File: config.mk
export PLATFORM = sky130hd
export DESIGN_NAME = queue_scan_engine_flat
export DESIGN_NICKNAME = d
export VERILOG_FILES = /design/src/rtl/queue_pkg.sv /design/src/rtl/queue_scan_engine_if.sv /design/src/rtl/queue_scan_tag_pipe.sv /design/src/rtl/queue_scan_engine.sv /design/src/flat_wrapper.sv
export SDC_FILE = /design/constraint.sdc
export NUM_CORES = 1
export LEC_CHECK = 0
export CAP_MARGIN = 20
export CORE_ASPECT_RATIO = 1.75
export CORE_UTILIZATION = 52
export CTS_CLUSTER_DIAMETER = 40
export CTS_CLUSTER_SIZE = 16
export DETAILED_ROUTE_END_ITERATION = 7
export PLACE_DENSITY = 0.91
export SYNTH_ARGS = -nofsm -noshare
export SYNTH_HDL_FRONTEND = slang
export SYNTH_HIERARCHICAL = 1
export SYNTH_SLANG_ARGS = --single-unit
File: constraint.sdc
create_clock -name clk -period 6.6 [get_ports clk]
set_input_delay 1.32 -clock clk [delete_from_list [all_inputs] [get_ports clk]]
set_output_delay 1.32 -clock clk [all_outputs]
set_load 0.01 [all_outputs]
File: src/rtl/queue_pkg.sv
// queue_pkg: shared queue RAM types and constants for the pathfinding datapath
package queue_pkg;
  localparam int EMPTY_ID = 0;
  localparam logic [15:0] COST_INF = '1;
  typedef enum logic [1:0] {MODE_MIN, MODE_MATCH, MODE_FREE, MODE_RSVD} scan_mode_e;
  typedef enum logic [1:0] {S_IDLE, S_SCAN, S_DONE} scan_state_e;
  typedef struct packed {
    logic [7:0] x;
    logic [7:0] y;
    logic       blocked;
  } map_node;
  typedef struct packed {
    logic [15:0] node_id;
    logic [15:0] parent_id;
    logic [15:0] current_cost;
    logic [15:0] est_cost;
  } node_info;
endpackage

File: src/rtl/queue_scan_engine_if.sv
// queue_scan_engine_if: controller and queue RAM signals of the scan engine
interface queue_scan_engine_if #(
  parameter int MAX_NODES = 100,
  parameter int ID_W = 16,
  parameter int COST_W = 16
);
  localparam int ADDR_W = (MAX_NODES > 1) ? $clog2(MAX_NODES) : 1;
  logic              start;
  logic [1:0]        mode;
  logic [ID_W-1:0]   key_id;
  logic [ADDR_W-1:0] rd_addr;
  logic [ID_W-1:0]   rd_id;
  logic [COST_W-1:0] rd_cost;
  logic              busy;
  logic              done;
  logic              found;
  logic [ADDR_W-1:0] result_addr;
  logic [ID_W-1:0]   result_id;
  logic [COST_W-1:0] result_cost;
  logic [ADDR_W:0]   scanned;
  modport master (
    output start, mode, key_id, rd_id, rd_cost,
    input  rd_addr, busy, done, found, result_addr, result_id, result_cost, scanned
  );
  modport slave (
    input  start, mode, key_id, rd_id, rd_cost,
    output rd_addr, busy, done, found, result_addr, result_id, result_cost, scanned
  );
endinterface

File: src/rtl/queue_scan_tag_pipe.sv
// queue_scan_tag_pipe: valid+address tag delay line matching the RAM read latency
module queue_scan_tag_pipe #(
  parameter int RD_LAT = 1,
  parameter int ADDR_W = 1
) (
  input  logic              clk,
  input  logic              rst,
  input  logic              flush,
  input  logic              in_v,
  input  logic [ADDR_W-1:0] in_a,
  output logic              out_v,
  output logic [ADDR_W-1:0] out_a
);
  logic [RD_LAT-1:0]        v_q, v_d;
  logic [RD_LAT*ADDR_W-1:0] a_q, a_d;
  always_comb begin
    v_d = flush ? '0 : (v_q << 1) | RD_LAT'(in_v);
    a_d = (a_q << ADDR_W) | (RD_LAT*ADDR_W)'(in_a);
  end
  always_ff @(posedge clk) begin
    if (rst) begin
      v_q <= '0;
      a_q <= '0;
    end else begin
      v_q <= v_d;
      a_q <= a_d;
    end
  end
  assign out_v = v_q[RD_LAT-1];
  assign out_a = a_q[RD_LAT*ADDR_W-1 -: ADDR_W];
endmodule

File: src/rtl/queue_scan_engine.sv
// queue_scan_engine: pipelined MIN / MATCH / FREE scan over the node queue RAM
module queue_scan_engine
  import queue_pkg::*;
#(
  parameter int MAX_NODES = 100,
  parameter int ID_W = 16,
  parameter int COST_W = 16,
  parameter int RD_LAT = 1
) (
  input logic clk,
  input logic reset,
  queue_scan_engine_if.slave bus
);
  localparam int ADDR_W = (MAX_NODES > 1) ? $clog2(MAX_NODES) : 1;
  localparam logic [ADDR_W-1:0] LAST = ADDR_W'(MAX_NODES - 1);
  scan_state_e       state_q, state_d;
  scan_mode_e        mode_q, mode_d;
  logic [ID_W-1:0]   key_q, key_d;
  logic [ADDR_W-1:0] rd_addr_q, rd_addr_d;
  logic              issue_q, issue_d;
  logic              found_q, found_d;
  logic [ADDR_W-1:0] res_addr_q, res_addr_d;
  logic [ID_W-1:0]   res_id_q, res_id_d;
  logic [COST_W-1:0] res_cost_q, res_cost_d;
  logic [ADDR_W:0]   scanned_q, scanned_d;
  logic              beat_v, term, hit, flush, id_empty;
  logic [ADDR_W-1:0] beat_a;
  assign id_empty = bus.rd_id == ID_W'(EMPTY_ID);
  assign flush = state_q != S_SCAN || term;
  queue_scan_tag_pipe #(.RD_LAT(RD_LAT), .ADDR_W(ADDR_W)) u_tag (
    .clk(clk),
    .rst(reset),
    .flush(flush),
    .in_v(state_q == S_SCAN && issue_q),
    .in_a(rd_addr_q),
    .out_v(beat_v),
    .out_a(beat_a)
  );
  always_comb begin
    state_d = state_q;
    mode_d = mode_q;
    key_d = key_q;
    rd_addr_d = rd_addr_q;
    issue_d = issue_q;
    found_d = found_q;
    res_addr_d = res_addr_q;
    res_id_d = res_id_q;
    res_cost_d = res_cost_q;
    scanned_d = scanned_q;
    term = 1'b0;
    hit = 1'b0;
    case (state_q)
      S_IDLE: begin
        rd_addr_d = '0;
        if (bus.start) begin
          mode_d = scan_mode_e'(bus.mode);
          key_d = bus.key_id;
          issue_d = 1'b1;
          found_d = 1'b0;
          res_addr_d = '0;
          res_id_d = '0;
          res_cost_d = '1;
          scanned_d = '0;
          state_d = (mode_d == MODE_MATCH && bus.key_id == ID_W'(EMPTY_ID)) ? S_DONE : S_SCAN;
        end
      end
      S_SCAN: begin
        // address saturates at the last slot; issue_q stops further tags
        rd_addr_d = (rd_addr_q == LAST) ? rd_addr_q : rd_addr_q + 1'b1;
        issue_d = issue_q && rd_addr_q != LAST;
        if (beat_v) begin
          scanned_d = scanned_q + 1'b1;
          case (mode_q)
            MODE_MIN: begin
              hit = !id_empty && bus.rd_cost < res_cost_q;
              term = id_empty;
            end
            MODE_MATCH: begin
              hit = bus.rd_id == key_q;
              term = hit || id_empty;
            end
            MODE_FREE: begin
              hit = id_empty;
              term = id_empty;
            end
            default: ;
          endcase
          if (hit) begin
            found_d = 1'b1;
            res_addr_d = beat_a;
            res_id_d = bus.rd_id;
            res_cost_d = bus.rd_cost;
          end
        end
        term = term || (beat_v && beat_a == LAST) || mode_q == MODE_RSVD;
        state_d = term ? S_DONE : S_SCAN;
      end
      default: state_d = S_IDLE;
    endcase
  end
  always_ff @(posedge clk) begin
    if (reset) begin
      state_q <= S_IDLE;
      mode_q <= MODE_MIN;
      key_q <= '0;
      rd_addr_q <= '0;
      issue_q <= 1'b0;
      found_q <= 1'b0;
      res_addr_q <= '0;
      res_id_q <= '0;
      res_cost_q <= '1;
      scanned_q <= '0;
    end else begin
      state_q <= state_d;
      mode_q <= mode_d;
      key_q <= key_d;
      rd_addr_q <= rd_addr_d;
      issue_q <= issue_d;
      found_q <= found_d;
      res_addr_q <= res_addr_d;
      res_id_q <= res_id_d;
      res_cost_q <= res_cost_d;
      scanned_q <= scanned_d;
    end
  end
  assign bus.rd_addr = rd_addr_q;
  assign bus.busy = state_q != S_IDLE;
  assign bus.done = state_q == S_DONE;
  assign bus.found = found_q;
  assign bus.result_addr = res_addr_q;
  assign bus.result_id = res_id_q;
  assign bus.result_cost = res_cost_q;
  assign bus.scanned = scanned_q;
endmodule

File: src/flat_wrapper.sv
// flat-port wrapper written by rule: the top's interface ports become plain ports
module queue_scan_engine_flat import queue_pkg::*;
#(
  parameter int MAX_NODES = 100,
  parameter int ID_W = 16,
  parameter int COST_W = 16,
  parameter int RD_LAT = 1
)
  (clk, reset, bus_start, bus_mode, bus_key_id, bus_rd_id, bus_rd_cost, bus_rd_addr, bus_busy, bus_done, bus_found, bus_result_addr, bus_result_id, bus_result_cost, bus_scanned);
  queue_scan_engine_if #(.MAX_NODES(MAX_NODES), .ID_W(ID_W), .COST_W(COST_W)) bus_i ();
  input logic clk;
  input logic reset;
  input wire logic [$bits(bus_i.start)-1:0] bus_start;
  input wire logic [$bits(bus_i.mode)-1:0] bus_mode;
  input wire logic [$bits(bus_i.key_id)-1:0] bus_key_id;
  input wire logic [$bits(bus_i.rd_id)-1:0] bus_rd_id;
  input wire logic [$bits(bus_i.rd_cost)-1:0] bus_rd_cost;
  output wire logic [$bits(bus_i.rd_addr)-1:0] bus_rd_addr;
  output wire logic [$bits(bus_i.busy)-1:0] bus_busy;
  output wire logic [$bits(bus_i.done)-1:0] bus_done;
  output wire logic [$bits(bus_i.found)-1:0] bus_found;
  output wire logic [$bits(bus_i.result_addr)-1:0] bus_result_addr;
  output wire logic [$bits(bus_i.result_id)-1:0] bus_result_id;
  output wire logic [$bits(bus_i.result_cost)-1:0] bus_result_cost;
  output wire logic [$bits(bus_i.scanned)-1:0] bus_scanned;
  assign bus_i.start = bus_start;
  assign bus_i.mode = bus_mode;
  assign bus_i.key_id = bus_key_id;
  assign bus_i.rd_id = bus_rd_id;
  assign bus_i.rd_cost = bus_rd_cost;
  assign bus_rd_addr = bus_i.rd_addr;
  assign bus_busy = bus_i.busy;
  assign bus_done = bus_i.done;
  assign bus_found = bus_i.found;
  assign bus_result_addr = bus_i.result_addr;
  assign bus_result_id = bus_i.result_id;
  assign bus_result_cost = bus_i.result_cost;
  assign bus_scanned = bus_i.scanned;
  queue_scan_engine #(.MAX_NODES(MAX_NODES), .ID_W(ID_W), .COST_W(COST_W), .RD_LAT(RD_LAT)) u_core (.clk(clk), .reset(reset), .bus(bus_i));
endmodule
# ---- After elaboration in Yosys (flattened, before gate mapping)
# Cells that the tools add are included.
dict set report classes {
  addsub 2
  mul 0
  div_mod_pow 0
  order_cmp 1
  eq_ne 15
  shifts 0
  mux 34
  n_bitwise 0
  reduce_logical 23
}
# op n
set op_table {}
lappend op_table {{2-to-1 mux 16 bit} 6}
lappend op_table {{case mux 16 bit (2 select lines)} 2}
lappend op_table {{zero test 16 bit} 2}
lappend op_table {{2-to-1 mux 7 bit} 4}
lappend op_table {{case mux 7 bit (2 select lines)} 2}
lappend op_table {{== test 16 bit} 1}
lappend op_table {{less-than comparator 16 bit} 1}
lappend op_table {{2-to-1 mux 8 bit} 2}
lappend op_table {{case mux 8 bit (2 select lines)} 1}
lappend op_table {{== test 7 bit (second input constant)} 2}
lappend op_table {{2-to-1 mux 1 bit} 9}
lappend op_table {{adder 8 x 1 -> 8 bit (second input constant)} 1}
lappend op_table {{!= test 2 bit (second input constant)} 4}
lappend op_table {{adder 7 x 1 -> 7 bit (second input constant)} 1}
lappend op_table {{!= test 7 bit (second input constant)} 1}
lappend op_table {{== test 2 x 1 -> 1 bit (second input constant)} 3}
lappend op_table {{== test 2 bit (second input constant)} 3}
lappend op_table {{2-to-1 mux 2 bit} 3}
lappend op_table {{case mux 1 bit (2 select lines)} 3}
lappend op_table {{AND reduction 2 bit} 3}
lappend op_table {{logical AND 1 bit} 5}
lappend op_table {{zero test 2 bit} 2}
lappend op_table {{logical OR 1 bit} 4}
lappend op_table {{case mux 2 bit (2 select lines)} 1}
lappend op_table {{other kinds (7)} 9}
dict set report totals {
  reg_bits 84
  latch_bits 0
  ram_bits 0
  romBits 0
  input_bits 53
  output_inout_bits 57
  wordCells 87
  n_memories 0
}

# ---- Depth between registers and ports, before layout
dict set report logic_depth {
  word_depth 10
  depth_mapped 12
  mapped_depth_nobuf 9
}

# ---- Modules after synthesis
# Netlist, hierarchy kept.
# module instances cells_per_inst area_each_um2 seq_area_each_um2
set by_module_without_submodules {}
lappend by_module_without_submodules {queue_scan_engine 1 457 3836.2 1521.5}
lappend by_module_without_submodules {queue_scan_tag_pipe 1 16 216.5 160.2}

# ---- Worst setup path before layout
# OpenSTA, ideal clock, no wires.
dict set report synth_timing {
  path_kind {input port to flip-flop}
  start {input port bus_rd_cost[15]}
  end {register u_core.res_cost_q[15], in the netlist u_core/bus.result_cost[15]}
  setup_time_ps 120
  t_arrival_ps 2888
  required_time_ps 6480
  slack_ps 3592
  cell_stages 10
  n_path_buf 3
  path_cell_list {ha_1 > and4_1 > o211ai_1 > a211oi_2 > nor3_2 > a211o_1 > buf_6 > buf_12 > buf_12 > mux2i_1}
}
dict set report synth_between {
  elab_chain_cells 7
  elab_cells_between_ends 10
  classes_between {order compare: 1; eq/ne: 1; mux: 6; reduce/logical: 2}
}
# item line
set synth_rtl {}
lappend synth_rtl {{start: declaration} flat_wrapper.sv:17} ;# input wire logic [$bits(bus_i.rd_cost)-1:0] bus_rd_cost;
lappend synth_rtl {{less-than comparator 16 bit} queue_scan_engine.sv:75} ;# hit = !id_empty && bus.rd_cost < res_cost_q;
lappend synth_rtl {{logical AND 1 bit} queue_scan_engine.sv:75}
lappend synth_rtl {{case mux 1 bit (3 select lines)} queue_scan_engine.sv:73} ;# case (mode_q)
lappend synth_rtl {{2-to-1 mux 1 bit} queue_scan_engine.sv:71} ;# if (beat_v) begin
lappend synth_rtl {{2-to-1 mux 1 bit} queue_scan_engine.sv:52} ;# case (state_q)
lappend synth_rtl {{!= test 2 bit (no source line)} n/a}
lappend synth_rtl {{AND reduction 4 bit (no source line)} n/a}
lappend synth_rtl {{end signal: assignment} queue_scan_engine.sv:122} ;# res_cost_q <= res_cost_d;
lappend synth_rtl {{end: declaration} queue_scan_engine.sv:24} ;# logic [COST_W-1:0] res_cost_q, res_cost_d;
# Parallel ways exist; a longest one is shown, timed or not. The select of a mux whose other input is x is not followed.
# A chain may end at the register's enable or synchronous reset.

# ---- Worst setup path in the final report
dict set report layout_timing {
  start {input port bus_rd_cost[6]}
  end {register u_core.res_addr_q[4], in the netlist u_core/bus.result_addr[4]}
}
dict set report layout_between {
  elab_chain_cells 7
}
# item line
set layout_rtl {}
lappend layout_rtl {{less-than comparator 16 bit} queue_scan_engine.sv:75}
lappend layout_rtl {{logical AND 1 bit} queue_scan_engine.sv:75}
lappend layout_rtl {{case mux 1 bit (3 select lines)} queue_scan_engine.sv:73}
lappend layout_rtl {{2-to-1 mux 1 bit} queue_scan_engine.sv:71}
lappend layout_rtl {{2-to-1 mux 1 bit} queue_scan_engine.sv:52}
lappend layout_rtl {{!= test 2 bit (no source line)} n/a}
lappend layout_rtl {{AND reduction 4 bit (no source line)} n/a}
lappend layout_rtl {{end signal: assignment} queue_scan_engine.sv:120} ;# res_addr_q <= res_addr_d;
lappend layout_rtl {{end: declaration} queue_scan_engine.sv:22} ;# logic [ADDR_W-1:0] res_addr_q, res_addr_d;
# Every way passes these cells. The select of a mux whose other input is x is not followed.

==> impl_metrics.toml <==
[drt]
drt-pass1-iter-count = 5
ant_nets = 0
wl_per_cell_um = 15.9
wirelength_mm = 10.6
drtIter0Drc = 207
post-route-drc-count = 0
via_per_inst = 5.56
via_count = 3701

[critical_path]
startpoint_type = "input port"
cpMaxStageDelayCell = "a211o_2"
rr_startpoint = "u_core/bus.result_cost[6]$_SDFFE_PP1P_"
worst-path-buf-inv = 1
crit_family = "compound AO/OA/AOI/OAI gates"
crit_type = "input port to register"
crit_path_end_kind = "register"
slowest_delay_ps = 850
cp_cell_sequence = "clkdlybuf4s50_1, ha_1, a21oi_1, nor2b_1, o21ai_0, a31oi_1, nor3_2, a211o_2, mux2i_1"
reg2reg_setup_slack_ps = 3770
reg2reg_depth = 9
cp.required_ps = 6840
cp_max_fo = 39
arrival_ps = 4130
r2r_end = "u_core/bus.result_addr[4]$_SDFFE_PP0P_"

[placed_design]
place_inst = 650
placed_cell_area_um2 = 5130
numPortBuffers = 109
place_congestion = 0.900
dpl.hpwl_mm = 7.65

[yosys]
synth-edff-count = 0
synth_area_um2 = 4050
yosysTopAreaCellShare = 0.415
yosys.area.top_type = "dfxtp_1"
ys_seq_elements = 84
synthCells = 473
ys_warn_count = 6
synthFlopType = "dfxtp_1"
syn-num-nets = 543
ys_seq_area_frac = 0.415
synth.distinct_cells = 38
async_reset_ff_frac = 0
syn_area_per_cell_um2 = 8.57
synthTopCellsByArea = "dfxtp_1 41%, mux2i_1 9.6%, nand2_1 6.8%"

[sta]
finalHoldViolations = 0
tns_ps = 0
rsz0062_at_grt = "no"
timing.hold.ws_ps = 459
max_slew.worst_pin.slew_ps = 1120
timing.fmax_mhz = 257
skew_ps = 4.99
setup_violations = 0
fin_crit_ps = 3880
slew_viol_final = 0
relSlewSlack = 0.253
period_share = 0.589

[floorplanning]
die_y_um = 119
initial_core_util = 0.536
die_x_um = 68.7
io_pins = 110
design.core.area_um2 = 7570
die_area_um2 = 8160
rows = 42

[pwr]
p_leak_nw = 2.13
p_switching_mw = 0.258
seq_power_share = 0.465
swShare = 0.228
p_int_mw = 0.873
p_per_area_nw_per_um2 = 208
clockPowerShare = 0.441
irDropWorstVdd_mv = 0.166
comb_power_share = 0.094

[grt]
grt_max_degree = 78
grt_pass1_vias = 3743
track_usage = 0.269
gr-total-overflow = 0
grt_pass1_wl_mm = 16.6
antenna_found_initial = 0

[worst_hold_path]
holdPathStages = 2
hold_end = "u_core/bus.result_id[2]$_SDFFE_PP0P_"
worstHoldStart = "u_core/bus.result_id[2]$_SDFFE_PP0P_"
hp-class = "register to register"

[outcome]
outcome = "finished, final reports clean"

[clock_tree]
cts_buffers = 9
cts_sinks = 84
clk_pin_slew_ps = 60
htree_levels = 3
cts_setup_buffers = 0
cts_tree = "yes"
hold_buffers = 0
cts_root_buf = "clkbuf_16"
cts.repair.resized = 0
cts_buffer_depth = 2
clock_latency_ps = 330

[finish]
final_cell_mix = "108 x clkdlybuf4s50_1, 84 x dfxtp_1, 73 x nand2_1"
fin_area_um2 = 5440
layout_commonest_cell = "clkdlybuf4s50_1"
area_delta_synth_final_pct = 34.2
drive_gt1_frac = 0.0433
nNetsFinal = 643
finalNonFillerCells = 666
antenna_cells = 0

[run]
drv_cap = 0
[Yosys cell counts, types with 3 or more instances]
library cell / instances
nand2_1: 73
mux2i_1: 39
nor2b_1: 14
nand2b_1: 28
ha_1: 17
o211ai_1: 3
dfxtp_1: 84
a22oi_1: 6
nand3_1: 7
xor2_1: 22
inv_1: 18
a211oi_1: 4
nand4_1: 5
nor4_1: 12
xnor2_1: 4
o21ai_0: 7
clkbuf_1: 17
nor2_1: 58
a21oi_1: 27
[kinds of logic (layout without fill, tap and decap cells)]
family	count (synthesis)	in the layout	synth area share
simple gates	214	214	0.254
flops	84	84	0.415
compound gates	53	53	0.0775
buf+inv	40	145	0.0488
mux	39	39	0.0963
xor+xnor	26	26	0.0562
fa+ha+maj	17	17	0.0525
[power groups by stage]
stage               Combinational, mW  Clock, mW  Sequential (mW)
finish                          0.107      0.498            0.526
global route                    0.115      0.528            0.527
CTS                             0.106      0.504            0.526
detailed placement              0.104          0            0.537
global placement                0.101          0            0.536
floorplan                      0.0515          0            0.533
[worst reg2reg max path: cells and delay by family (launching register included)]
family / cells / cell delay (ps)
AOI/OAI and AO/OA: 4 / 1380
and+or+nand+nor: 2 / 280
muxes: 1 / 360
buffers and inverters: 1 / 60
DFF: 1 / 360
adders and majority gates: 1 / 300
[routing by layer]
| metal | vias to the layer above | GRT usage | wire length, um |
|---|---|---|---|
| li1 | 1793 | - | - |
| met1 | 1710 | 0.274 | 3850 |
| met3 | 59 | 0.0444 | 364 |
| met5 | - | 0 | 0 |
| met2 | 139 | 0.472 | 5710 |
| met4 | 0 | 0.182 | 651 |
[metrics by stage]
step           utilization  worst slack [ps]  power, mW
4_1_cts              0.719              2760       1.14
2_1_floorplan            -              3590      0.585
6_report             0.719              2720       1.13
3_5_place_dp         0.679              2530      0.641
3_3_place_gp         0.679              2690      0.637
5_1_grt              0.719              2560       1.17
[layout make-up]
type	count	area [um2]
multi-input combinational	349	2170
fill	571	2130
sequential	84	1680
timing repair buffer	111	1100
clock buffer	11	243
tap	88	110
inverter	18	67.6
clock inverter	5	60.1
[registers in the layout, indices dropped and copies added, names as in the netlist]
name / count
u_core/bus.found: 1
u_core/bus.rd_addr: 7
u_core/bus.result_addr: 7
u_core/bus.result_cost: 16
u_core/bus.result_id: 16
u_core/bus.scanned: 8
u_core/issue_q: 1
u_core/key_q: 16
u_core/mode_q: 2
u_core/state_q: 2
u_core/u_tag/out_a: 7
u_core/u_tag/out_v: 1
[worst max path at each step]
| stage | startpoint | endpoint | slack [ps] | depth (start not counted) |
|---|---|---|---|---|
| detailed placement | bus_rd_cost[6] | u_core/bus.result_cost[0]$_SDFFE_PP1P_ | 2530 | 9 |
| global route | bus_rd_cost[6] | u_core/bus.result_addr[4]$_SDFFE_PP0P_ | 2560 | 9 |
| global placement | bus_rd_cost[6] | u_core/bus.result_id[15]$_SDFFE_PP0P_ | 2690 | 9 |
| CTS | bus_rd_cost[6] | u_core/bus.result_cost[0]$_SDFFE_PP1P_ | 2760 | 9 |
| floorplan | bus_rd_cost[15] | u_core/bus.result_cost[15]$_SDFFE_PP1P_ | 3590 | 10 |
| finish | bus_rd_cost[6] | u_core/bus.result_addr[4]$_SDFFE_PP0P_ | 2720 | 9 |
Note: power is estimated with default switching activity, not from simulation.
